### src/rtl/iot_event_arbiter_if.sv
// Bundle between the device-side producers / monitor and iot_event_arbiter.
//
// Handshake: an event on port i is transferred at a rising clk edge where
// ev_valid[i] and ev_ready[i] are both high. ev_valid[i] may be raised at any
// time, and ev_on_off[i] must be stable while ev_valid[i] is high. ev_ready[i]
// is high exactly when the one-entry slot of port i is empty. It does not
// depend on ev_valid.
//
// Signals
//   ev_valid   [N_DEV]  producer -> arbiter  per-port event request
//   ev_on_off  [N_DEV]  producer -> arbiter  1 = device on, 0 = device off
//   ev_ready   [N_DEV]  arbiter  -> producer per-port slot empty
//   count_in   [8]      monitor  -> arbiter  monitor counter_out
//   change              arbiter  -> monitor  one-cycle change pulse
//   on_off              arbiter  -> monitor  direction, valid with change
//   grant_id   [IDW]    arbiter  -> observer port of last issued/dropped event
//   drop_cnt   [8]      arbiter  -> observer saturating count of dropped events
//   busy                arbiter  -> observer FSM active or a slot pending
//   dbg_state  [2]      arbiter  -> observer FSM state (0 IDLE, 1 ISSUE, 2 SETTLE)
interface iot_event_arbiter_if #(
  parameter int N_DEV = 4,
  parameter int IDW   = 2
);
  logic [N_DEV-1:0] ev_valid;
  logic [N_DEV-1:0] ev_on_off;
  logic [N_DEV-1:0] ev_ready;
  logic [7:0]       count_in;
  logic             change;
  logic             on_off;
  logic [IDW-1:0]   grant_id;
  logic [7:0]       drop_cnt;
  logic             busy;
  logic [1:0]       dbg_state;

  modport master (
    output ev_valid, ev_on_off, count_in,
    input  ev_ready, change, on_off, grant_id, drop_cnt, busy, dbg_state
  );

  modport slave (
    input  ev_valid, ev_on_off, count_in,
    output ev_ready, change, on_off, grant_id, drop_cnt, busy, dbg_state
  );
endinterface

### src/rtl/iot_event_arbiter.sv
// iot_event_arbiter: buffers one on/off event per device port and serialises
// them round-robin onto the monitor's single change/on_off input. It drops
// events that would wrap the monitor's 8-bit count.
//
// Ports
//   clk  rising-edge clock shared with the monitor
//   rst  synchronous active-high reset
//   bus  iot_event_arbiter_if.slave (event handshake, monitor link, status)
//
// Each event takes three cycles: IDLE picks a pending port, ISSUE checks the
// count and pulses change, and SETTLE lets the monitor update. count_in is
// therefore never read while the monitor is still applying the previous change.
module iot_event_arbiter #(
  parameter int N_DEV = 4,
  parameter int IDW   = 2
) (
  input  logic               clk,
  input  logic               rst,
  iot_event_arbiter_if.slave bus
);

  typedef enum logic [1:0] {
    IDLE   = 2'd0,
    ISSUE  = 2'd1,
    SETTLE = 2'd2
  } state_t;

  state_t           state_q, state_d;
  logic [N_DEV-1:0] pend, dir;
  logic [N_DEV-1:0] acc_mask, clr_mask;
  logic [IDW-1:0]   rr_ptr, sel, pick, sel_next_ptr;
  logic [IDW:0]     cand;
  logic             found, sel_dir, sat;
  logic             change_q, on_off_q;
  logic [IDW-1:0]   grant_q;
  logic [7:0]       drop_q;

  // Round-robin search: the first pending port at or after rr_ptr, wrapping
  // modulo N_DEV. cand has one extra bit so that rr_ptr+k cannot overflow
  // before the wrap is applied.
  always_comb begin
    found = 1'b0;
    pick  = '0;
    cand  = '0;
    for (int k = 0; k < N_DEV; k++) begin
      cand = {1'b0, rr_ptr} + (IDW+1)'(k);
      if (cand >= (IDW+1)'(N_DEV)) cand = cand - (IDW+1)'(N_DEV);
      if (!found && pend[cand[IDW-1:0]]) begin
        found = 1'b1;
        pick  = cand[IDW-1:0];
      end
    end
  end

  // The event would take the count below 0 or above 255.
  always_comb begin
    sel_dir      = dir[sel];
    sat          = sel_dir ? (bus.count_in == 8'hFF) : (bus.count_in == 8'h00);
    sel_next_ptr = (sel == IDW'(N_DEV - 1)) ? '0 : sel + 1'b1;
  end

  // A slot is cleared in ISSUE and can only be refilled while it is empty.
  // acc_mask and clr_mask therefore never share a bit.
  always_comb begin
    acc_mask = bus.ev_valid & ~pend;
    clr_mask = (state_q == ISSUE) ? (N_DEV'(1) << sel) : '0;
  end

  always_comb begin
    state_d = state_q;
    case (state_q)
      IDLE:    if (found) state_d = ISSUE;
      ISSUE:   state_d = SETTLE;
      SETTLE:  state_d = IDLE;
      default: state_d = IDLE;
    endcase
  end

  always_ff @(posedge clk) begin
    if (rst) begin
      state_q  <= IDLE;
      pend     <= '0;
      dir      <= '0;
      sel      <= '0;
      rr_ptr   <= '0;
      change_q <= 1'b0;
      on_off_q <= 1'b0;
      grant_q  <= '0;
      drop_q   <= '0;
    end else begin
      state_q <= state_d;
      pend    <= (pend & ~clr_mask) | acc_mask;
      dir     <= (dir & ~acc_mask) | (bus.ev_on_off & acc_mask);
      case (state_q)
        IDLE: begin
          if (found) sel <= pick;
        end
        ISSUE: begin
          if (!sat) begin
            change_q <= 1'b1;
            on_off_q <= sel_dir;
          end else if (drop_q != 8'hFF) begin
            drop_q <= drop_q + 8'd1;
          end
          grant_q <= sel;
          rr_ptr  <= sel_next_ptr;
        end
        SETTLE: begin
          change_q <= 1'b0;
        end
        default: ;
      endcase
    end
  end

  assign bus.ev_ready  = rst ? '0 : ~pend;
  assign bus.change    = change_q;
  assign bus.on_off    = on_off_q;
  assign bus.grant_id  = grant_q;
  assign bus.drop_cnt  = drop_q;
  assign bus.busy      = (state_q != IDLE) || (|pend);
  assign bus.dbg_state = state_q;

endmodule

### src/flat_wrapper.sv
// flat-port wrapper written by rule: the top's interface ports become plain ports
module iot_event_arbiter_flat 
#(
  parameter int N_DEV = 4,
  parameter int IDW   = 2
)
  (clk, rst, bus_ev_valid, bus_ev_on_off, bus_count_in, bus_ev_ready, bus_change, bus_on_off, bus_grant_id, bus_drop_cnt, bus_busy, bus_dbg_state);
  iot_event_arbiter_if #(.N_DEV(N_DEV), .IDW(IDW)) bus_i ();
  input  logic clk;
  input  logic rst;
  input wire logic [$bits(bus_i.ev_valid)-1:0] bus_ev_valid;
  input wire logic [$bits(bus_i.ev_on_off)-1:0] bus_ev_on_off;
  input wire logic [$bits(bus_i.count_in)-1:0] bus_count_in;
  output wire logic [$bits(bus_i.ev_ready)-1:0] bus_ev_ready;
  output wire logic [$bits(bus_i.change)-1:0] bus_change;
  output wire logic [$bits(bus_i.on_off)-1:0] bus_on_off;
  output wire logic [$bits(bus_i.grant_id)-1:0] bus_grant_id;
  output wire logic [$bits(bus_i.drop_cnt)-1:0] bus_drop_cnt;
  output wire logic [$bits(bus_i.busy)-1:0] bus_busy;
  output wire logic [$bits(bus_i.dbg_state)-1:0] bus_dbg_state;
  assign bus_i.ev_valid = bus_ev_valid;
  assign bus_i.ev_on_off = bus_ev_on_off;
  assign bus_i.count_in = bus_count_in;
  assign bus_ev_ready = bus_i.ev_ready;
  assign bus_change = bus_i.change;
  assign bus_on_off = bus_i.on_off;
  assign bus_grant_id = bus_i.grant_id;
  assign bus_drop_cnt = bus_i.drop_cnt;
  assign bus_busy = bus_i.busy;
  assign bus_dbg_state = bus_i.dbg_state;
  iot_event_arbiter #(.N_DEV(N_DEV), .IDW(IDW)) u_core (.clk(clk), .rst(rst), .bus(bus_i));
endmodule
### config.mk
export PLATFORM = sky130hd
export DESIGN_NAME = iot_event_arbiter_flat
export DESIGN_NICKNAME = d
export VERILOG_FILES = /design/src/rtl/iot_event_arbiter_if.sv /design/src/rtl/iot_event_arbiter.sv /design/src/flat_wrapper.sv
export SDC_FILE = /design/constraint.sdc
export NUM_CORES = 1
export LEC_CHECK = 0
export ABC_AREA = 1
export CAP_MARGIN = 5
export CORE_MARGIN = 3
export CORE_UTILIZATION = 53
export DETAILED_ROUTE_END_ITERATION = 6
export PLACE_DENSITY = 0.84
export SLEW_MARGIN = 20
export SYNTH_ARGS = -nofsm -noshare
export SYNTH_HDL_FRONTEND = slang
export SYNTH_SLANG_ARGS = --single-unit
### constraint.sdc
create_clock -name clk -period 3.15 [get_ports clk]
set_input_delay 0.4725 -clock clk [delete_from_list [all_inputs] [get_ports clk]]
set_output_delay 0.4725 -clock clk [all_outputs]
set_load 0.005 [all_outputs]
---- Yosys cells after proc, flatten, opt, wreduce, memory -nomap -nowiden ----
Cells that the tools add are included.
word-level totals
  bits in registers ....................... 26
  input bits .............................. 18
  output and inout port bits .............. 19
  word-level logic and storage cells ...... 91
operators by class
  $add $sub $neg .......................... 9
  magnitude comparators ................... 9
  equal/unequal tests ..................... 7
  shift-type cells ........................ 1
  mux-type cells .......................... 30
  bitwise gates (word level) .............. 10
  reduce and logical (&&, ||, !) cells .... 16
operator list
  cell                 number
  $mux 2               10
  $and 4x4->4          4
  $lt 2x3->1 const B   5
  $not 4->4            3
  $mux 1               11
  $bmux 1 s2           5
  $ge 3x3->1 const B   3
  $add 8x1->8 const B  1
  $eq 8x8->1 const B   1
  $logic_not 8->1      1
  $mux 4               2
  $ne 8x8->1 const B   1
  $or 4x4->4           2
  $sub 2x1->2 const B  4
  $add 2x2->3 const B  2
  $reduce_and 2->1     3
  $eq 2x2->1 const B   2
  $pmux 2 s2           1
  $reduce_bool 2->1    2
  $reduce_or 4->1      1
  $shl 1x2->4 const A  1
  $add 2x1->3 const B  1
  $ge 2x3->1 const B   1
  $logic_and 1x1->1    3
  10 further kinds     12

---- Longest topological paths before layout ----
  depth in word-level cells ............... 16
  depth in mapped cells ................... 10

---- Worst setup path after synthesis ----
No wires, ideal clock.
  path type ............................... input to output
  from .................................... in rst
  to ...................................... out bus_ev_ready[3]
  data arrival time ....................... 1.065 ns
  data required time ...................... 2.677 ns
  path slack .............................. 1.612 ns
  stages .................................. 3
  buffers on the path ..................... 2
  cells stage by stage .................... clkbuf_1 > clkbuf_1 > nor2_1
on the way
  word-level cells in the longest chain between the ends .. 1
ends and longest elaborated chain
  item         line                      text
  from (decl)  flat_wrapper.sv:10        input logic rst;
  $mux 4       iot_event_arbiter.sv:116  assign bus.ev_ready = rst ? '0 : ~pend;
  to (decl)    flat_wrapper.sv:14        output wire logic [$bits(bus_i.ev_ready)-1:0] bus_ev_ready;
No other way between the ends.

---- Worst setup path after layout ----
  from .................................... in rst
  to ...................................... out bus_ev_ready[1]
Same word-level chain as after synthesis.

==> key figures <==
Power and ir drop
  – Power Density: 447.1 mW/mm²
  – Worst VDD drop: 461.2 µV
  – Lkg Pwr: 0.7962 nW

Synth
  – Register area share after synthesis: 33.58%
  – Post-synth EDFFs: 0
  – Ys flop type: dfxtp_1
  – Syn. warnings: 0
  – Synth async-reset ratio: 0%
  – Synth unique cells: 26
  – Area leader, netlist: dfxtp_1
  – Top-area cell type share of the netlist area: 33.58%
  – FF+latch count, synth: 26
  – Mapped Area: 0.001550 mm²
  – Top post-synthesis cells by area: dfxtp_1, nand2_1, a21oi_1
  – Syn avg cell area: 6.859 µm²
  – Synthesized Nets: 249
  – Mapped Cells: 226

STA
  – Min cycle time layout: 2.290 ns
  – Final setup violation count: 0
  – Worst Skew: 0.001098 ns
  – WHS: 0.4629 ns
  – Final worst path period share: 72.71%
  – Final worst setup slack: 0.8595 ns
  – Slew @ Worst Pin: 0.5776 ns
  – Normalized max-slew margin: 61.14%
  – Setup TNS Final: 0 ns
  – Slew Viols, Final: 0
  – Fmax: 0.4366 GHz
  – RSZ-0062 raised after global routing: no
  – Final Hold Viols: 0

Worst setup path
  – R2R setup slack: 1.60 ns
  – Highest-delay cell along the critical path: clkdlybuf4s50_1
  – Setup crit start: rst
  – CP cell instances: clkdlybuf4s50_1 -> nor2_1 -> clkdlybuf4s50_1
  – Critical path endpoint category: primary output
  – Startpoint types: primary input
  – Critical Path AT: 1.82 ns
  – Buffers and inverters on the worst path: 2
  – Delay-heaviest family, CP: buffers and inverters
  – Worst path max stage delay: 0.64 ns
  – CP Class: in -> out
  – Worst path most repeated cell: clkdlybuf4s50_1
  – Capture point of the worst reg-to-reg path: u_core.sel[0]
  – Crit path max fanout: 12
  – Data required, critical path: 2.68 ns
  – Worst r2r path cells: 10
  – Worst reg2reg startpoint: u_core.rr_ptr[0]

Clock tree
  – Clock sinks: 26
  – Setup Buffers After CTS: 0
  – Clock tree root buffer cell: clkbuf_4
  – CTS hold repair buffers: 0
  – Post-CTS sizing: 0
  – CTS Buffer Depth: 2
  – Reg clk slew, reported paths: 0.13 ns
  – Clock latency on the worst-skew pair: 0.31 ns
  – CTS tree: yes
  – TritonCTS buffer count: 3
  – Max H-tree Level: 1

Routing
  – Antenna-violating nets left: 0
  – WL final: 3424 µm
  – DRC viols: 0
  – DRT Pass-1 Iters: 4
  – Vias per std cell: 5.179
  – Initial DRC count: 64
  – Via count: 1507
  – Wirelength per Cell: 11.77 µm

Placed design
  – Estimated wirelength of the detail-placed design: 2715 µm
  – Number of port buffers: 36
  – Post-Place Setup Slack: 0.8712 ns
  – Gpl congestion: 0.8421

Global route
  – Pin count of the biggest net entering global routing: 16
  – First-pass GRT wire length: 5823 µm
  – Vias in the first global route: 1288
  – Initial antenna violation count: 0
  – Total grt overflow: 0
  – GRT Util Overall: 20.91%

Floorplanning
  – Die width: 60.09 µm
  – Die Ht: 60.09 µm
  – Core Footprint: 0.002635 mm²
  – Initial Util: 58.83%
  – Die area: 0.003610 mm²
  – I/O pins: 37
  – FP Rows: 18

Min path
  – Hold depth: 2
  – Hold path startpoint: u_core.bus.on_off
  – Min-Delay Endpoint: u_core.bus.on_off
  – Hold Crit Class: reg -> reg

Run
  – Max-cap violations: 0

Finish
  – # nets final: 286
  – Layout Area Growth over Synthesis: 25.42%
  – Antenna diodes: 0
  – Commonest non-fill, non-tap cells in the layout: nand2_1, clkdlybuf4s50_1, dfxtp_1
  – Layout cell share with drive strength beyond 1: 11.11%
  – Layout Utilization: 73.79%
  – Commonest non-fill, non-tap cell in the layout: nand2_1
  – Fill cell count: 234

Status
  – Run status: complete, no violations
-- where the power goes --
group / total, W / switching (W) / internal [W]
Combinational: 0.000336 / 0.000197 / 0.000139
Sequential: 0.000398 / 0.0000383 / 0.000360
Clock: 0.000136 / 0.0000908 / 0.0000448
-- metrics by stage --
step	instances	power, W	cell area [µm²]
floorplan	226	0.0006387	1550
global placement	288	0.0007319	1922
detailed placement	288	0.0007398	1922
CTS	291	0.0008737	1944
global route	291	0.0009356	1944
finish	291	0.0008692	1944
-- cells in the mapped netlist, types with 2 or more instances --
cell type / n
inv_2: 3
nand4_1: 11
nand3_1: 12
nand2_4: 2
nor2_4: 3
xor2_1: 4
o21ai_0: 8
dfxtp_1: 26
ha_1: 5
clkbuf_1: 3
nand3_2: 2
a21oi_1: 22
nor3_1: 4
buf_6: 2
nand2_1: 63
nand2_2: 12
inv_1: 17
nor2_1: 19
-- metal layers --
layer	wire length [µm]	part of all wire (%)	track usage (%)	vias up
met1	1663	49	29.07	657
met4	25	0.73	3.797	0
met3	143	4.2	4.104	4
met5	0	0	0	-
li1	-	-	-	814
met2	1592	46	33.64	32
-- tightest hold or removal path, stage by stage (launching register included) --
cell and delay, ns:
dfxtp_1 0.33, inv_1 0.04, a21oi_1 0.06
-- how the worst max path moves through the flow --
stage                            endpoint  slack, ns  cells past startpoint
after floorplan           bus_ev_ready[3]       1.61                      3
after global placement    bus_ev_ready[1]       0.88                      3
after detailed placement  bus_ev_ready[2]       0.87                      3
after CTS                 bus_ev_ready[1]       0.86                      3
after global routing             bus_busy       0.73                      3
final                     bus_ev_ready[1]       0.86                      3
-- cell type report --
type                            instances  area, µm²  share of cell area, %
Clock buffer                            3      22.52                  1.158
Timing Repair Buffer                   37      367.9                  18.92
Multi-Input combinational cell        175      920.9                  47.36
Tap cell                               30      37.54                  1.931
Inverter                               20      75.07                  3.861
Sequential cell                        26      520.5                  26.77
-- cells by family (layout without fill, tap and decap cells) --
family	Yosys count	count (layout)	share of synthesized area, %
simple gates	133	133	42.05
compound gates	32	32	10.49
flops	26	26	33.58
buf+inv	25	60	7.022
fa+ha+maj	5	5	4.036
xor+xnor	5	5	2.825
No activity file was read; power rests on OpenSTA's default activity.
==> RTL edit, RTL diff (same flow settings) <==
`IDW` is set to 2 in 3 places; all go to 1.
--- a/src/rtl/iot_event_arbiter_if.sv
+++ b/src/rtl/iot_event_arbiter_if.sv
@@ -21,3 +21,3 @@
   parameter int N_DEV = 4,
-  parameter int IDW   = 2
+  parameter int IDW   = 1
 );
--- a/src/rtl/iot_event_arbiter.sv
+++ b/src/rtl/iot_event_arbiter.sv
@@ -14,3 +14,3 @@
   parameter int N_DEV = 4,
-  parameter int IDW   = 2
+  parameter int IDW   = 1
 ) (
--- a/src/flat_wrapper.sv
+++ b/src/flat_wrapper.sv
@@ -4,3 +4,3 @@
   parameter int N_DEV = 4,
-  parameter int IDW   = 2
+  parameter int IDW   = 1
 )
Ports: changed (resized bus_grant_id); port bits go from 37 to 36. The function was not compared with the original's and may differ.
==> RTL edit against the unedited design <==
  * Design area fell by 26%
  * Routed wire length decreased by 32%
  * Via count shrank 28%
  * Sequential power is 27% lower
  * Sequential cell count shrank 5
  * Total power is 40% lower
  * Area after synthesis down 32%
  * Worst setup slack improved by 0.16 ns
  * Clock skew up 0.0023 ns
  * Global-route usage down 0.20 points
  * Critical path type unchanged
  * Critical endpoint is now bus_ev_ready[3]
==> RTL edit: results (changes against the unedited design) <==
- Growth of design area from synthesis to finish: 36.85%
- Global routing usage on met1: 23.44% (-5.6 points)
- Worst Hold End: u_core.rr_ptr
- CTS H-tree lvls: 1 (unchanged)
- Initial detailed-routing violation count: 5 (-92%)
- Worst setup path startpoint: rst
- Detailed placer's ending HPWL: 1.795 mm (-34%)
- Critical path data arrival time: 1.66 ns (-0.16 ns)
- Cells after Synth: 151 (-33%)
- Cell area after placement: 1418 µm² (-26%)
- Worst min-delay path class: reg2reg
- Number of inserted filler cells in the final layout: 140 (-40%)
- Part of the total power dissipated in the clock network: 25.2% (+9.6 points)
- Result of the run: completed
- Total power divided by cell area: 361.5 nW/µm² (-19%)
- Vias per inst: 5.146 (-0.63%)
- Worst path max stage delay: 0.52 ns (-0.12 ns)
- Worst vdd ir: 286.5 µV (-38%)
- Most instantiated cells after synthesis: nand2_1 (34), nor2_1 (26), dfxtp_1 (21)
- Global routing usage on met2: 37.39% (+3.7 points)
- All-Layer GR Usage: 20.71% (-0.20 points)
- Worst reg2reg path depth: 7 (-3)
- Syn nets: 170 (-32%)
- Post-Place Worst Slack: 1.009 ns (+0.1376 ns)
- Final-layout worst hold slack: 0.4728 ns (+0.009903 ns)
- Capture point of the worst reg-to-reg path: u_core.bus.drop_cnt[6]
- Total placed cells including tap cells: 208 (-28%)
- Initial antenna violation count: 0 (unchanged)
- Drt total wl: 2.345 mm (-32%)
- Routed WL per cell: 11.06 µm (-6.0%)
- Reg-to-Reg Start: u_core.bus.drop_cnt[0]
- Top fanout value on the critical path: 7 (-5)
- Leak pwr: 0.5329 nW (-33%)
- Synth cell types: 23 (-12%)
- Via count of the first global-routing pass: 1062 (-18%)
- First-pass GRT wire length: 4.188 mm (-28%)
- GRT met3 Usage: 4.154% (+0.051 points)
- Final net count: 207 (-28%)
- Count of buffers from port buffering: 33 (-8.3%)
- Final estimated routing congestion in global placement: 0.7643 (-9.2%)
- Final hold vios: 0 (unchanged)
- Largest net degree at the start of global routing: 17 (+1)
- Clock tree skew after final layout: 0.003374 ns (+0.002276 ns)
- Clk Tree Root Cell: clkbuf_4
- Internal cell power: 379.0 µW (-30%)
- Proportion of synthesized chip area in sequential cells: 39.81% (+6.2 points)
- Layout cells sized above 1: 11.23% (+0.12 points)
- Slew margin rel.: 78.60% (+17 points)
- Cell types with the largest area share after synthesis: dfxtp_1 (40%), nand2_1 (12%), nor2_1 (9.2%)
[RTL edit: cells by family (layout without fill, tap and decap cells)]
logic type / Yosys count / in the layout / share of synthesized area, %
buf+inv: 15 / 51 / 5.330
compound gates: 26 / 26 / 14.46
simple gates: 85 / 85 / 36.73
flops: 21 / 21 / 39.81
xor+xnor: 3 / 3 / 2.489
fa+ha+maj: 1 / 1 / 1.185
[RTL edit: cell type report]
type	instances	area share (%)
clock buffer	3	1.558
clock inverter	1	0.3463
inverter	13	3.377
multi-input combinational	115	40.09
sequential	21	29.09
tap	25	2.164
timing repair buffer	34	23.38
[RTL edit: critical path, delay by kind of cell]
kind	cells	cell delay [ns]
buffers and inverters	2	1.03
AND/OR/NAND/NOR	1	0.16
[RTL edit: metal layers]
metal,wire (µm),up-vias
met5,0,-
met4,31,0
met3,122,5
met2,1193,34
met1,996,489
li1,-,563
[RTL edit: power by group through the flow]
stage | logic (mW) | clock network, mW | registers (mW)
after detailed placement | 0.0989 | 0 | 0.297
after floorplan | 0.0487 | 0 | 0.295
after CTS | 0.0998 | 0.134 | 0.291
after global placement | 0.0965 | 0 | 0.297
after global routing | 0.109 | 0.145 | 0.293
final | 0.0987 | 0.132 | 0.292
[RTL edit: worst max-delay path by stage]
stage,endpoint,slack [ns]
floorplan,u_core.bus.drop_cnt[0],1.82
global placement,bus_ev_ready[3],1.07
detailed placement,bus_ev_ready[3],1.01
CTS,bus_ev_ready[3],1.00
global route,bus_ev_ready[1],0.97
finish,bus_ev_ready[3],1.02
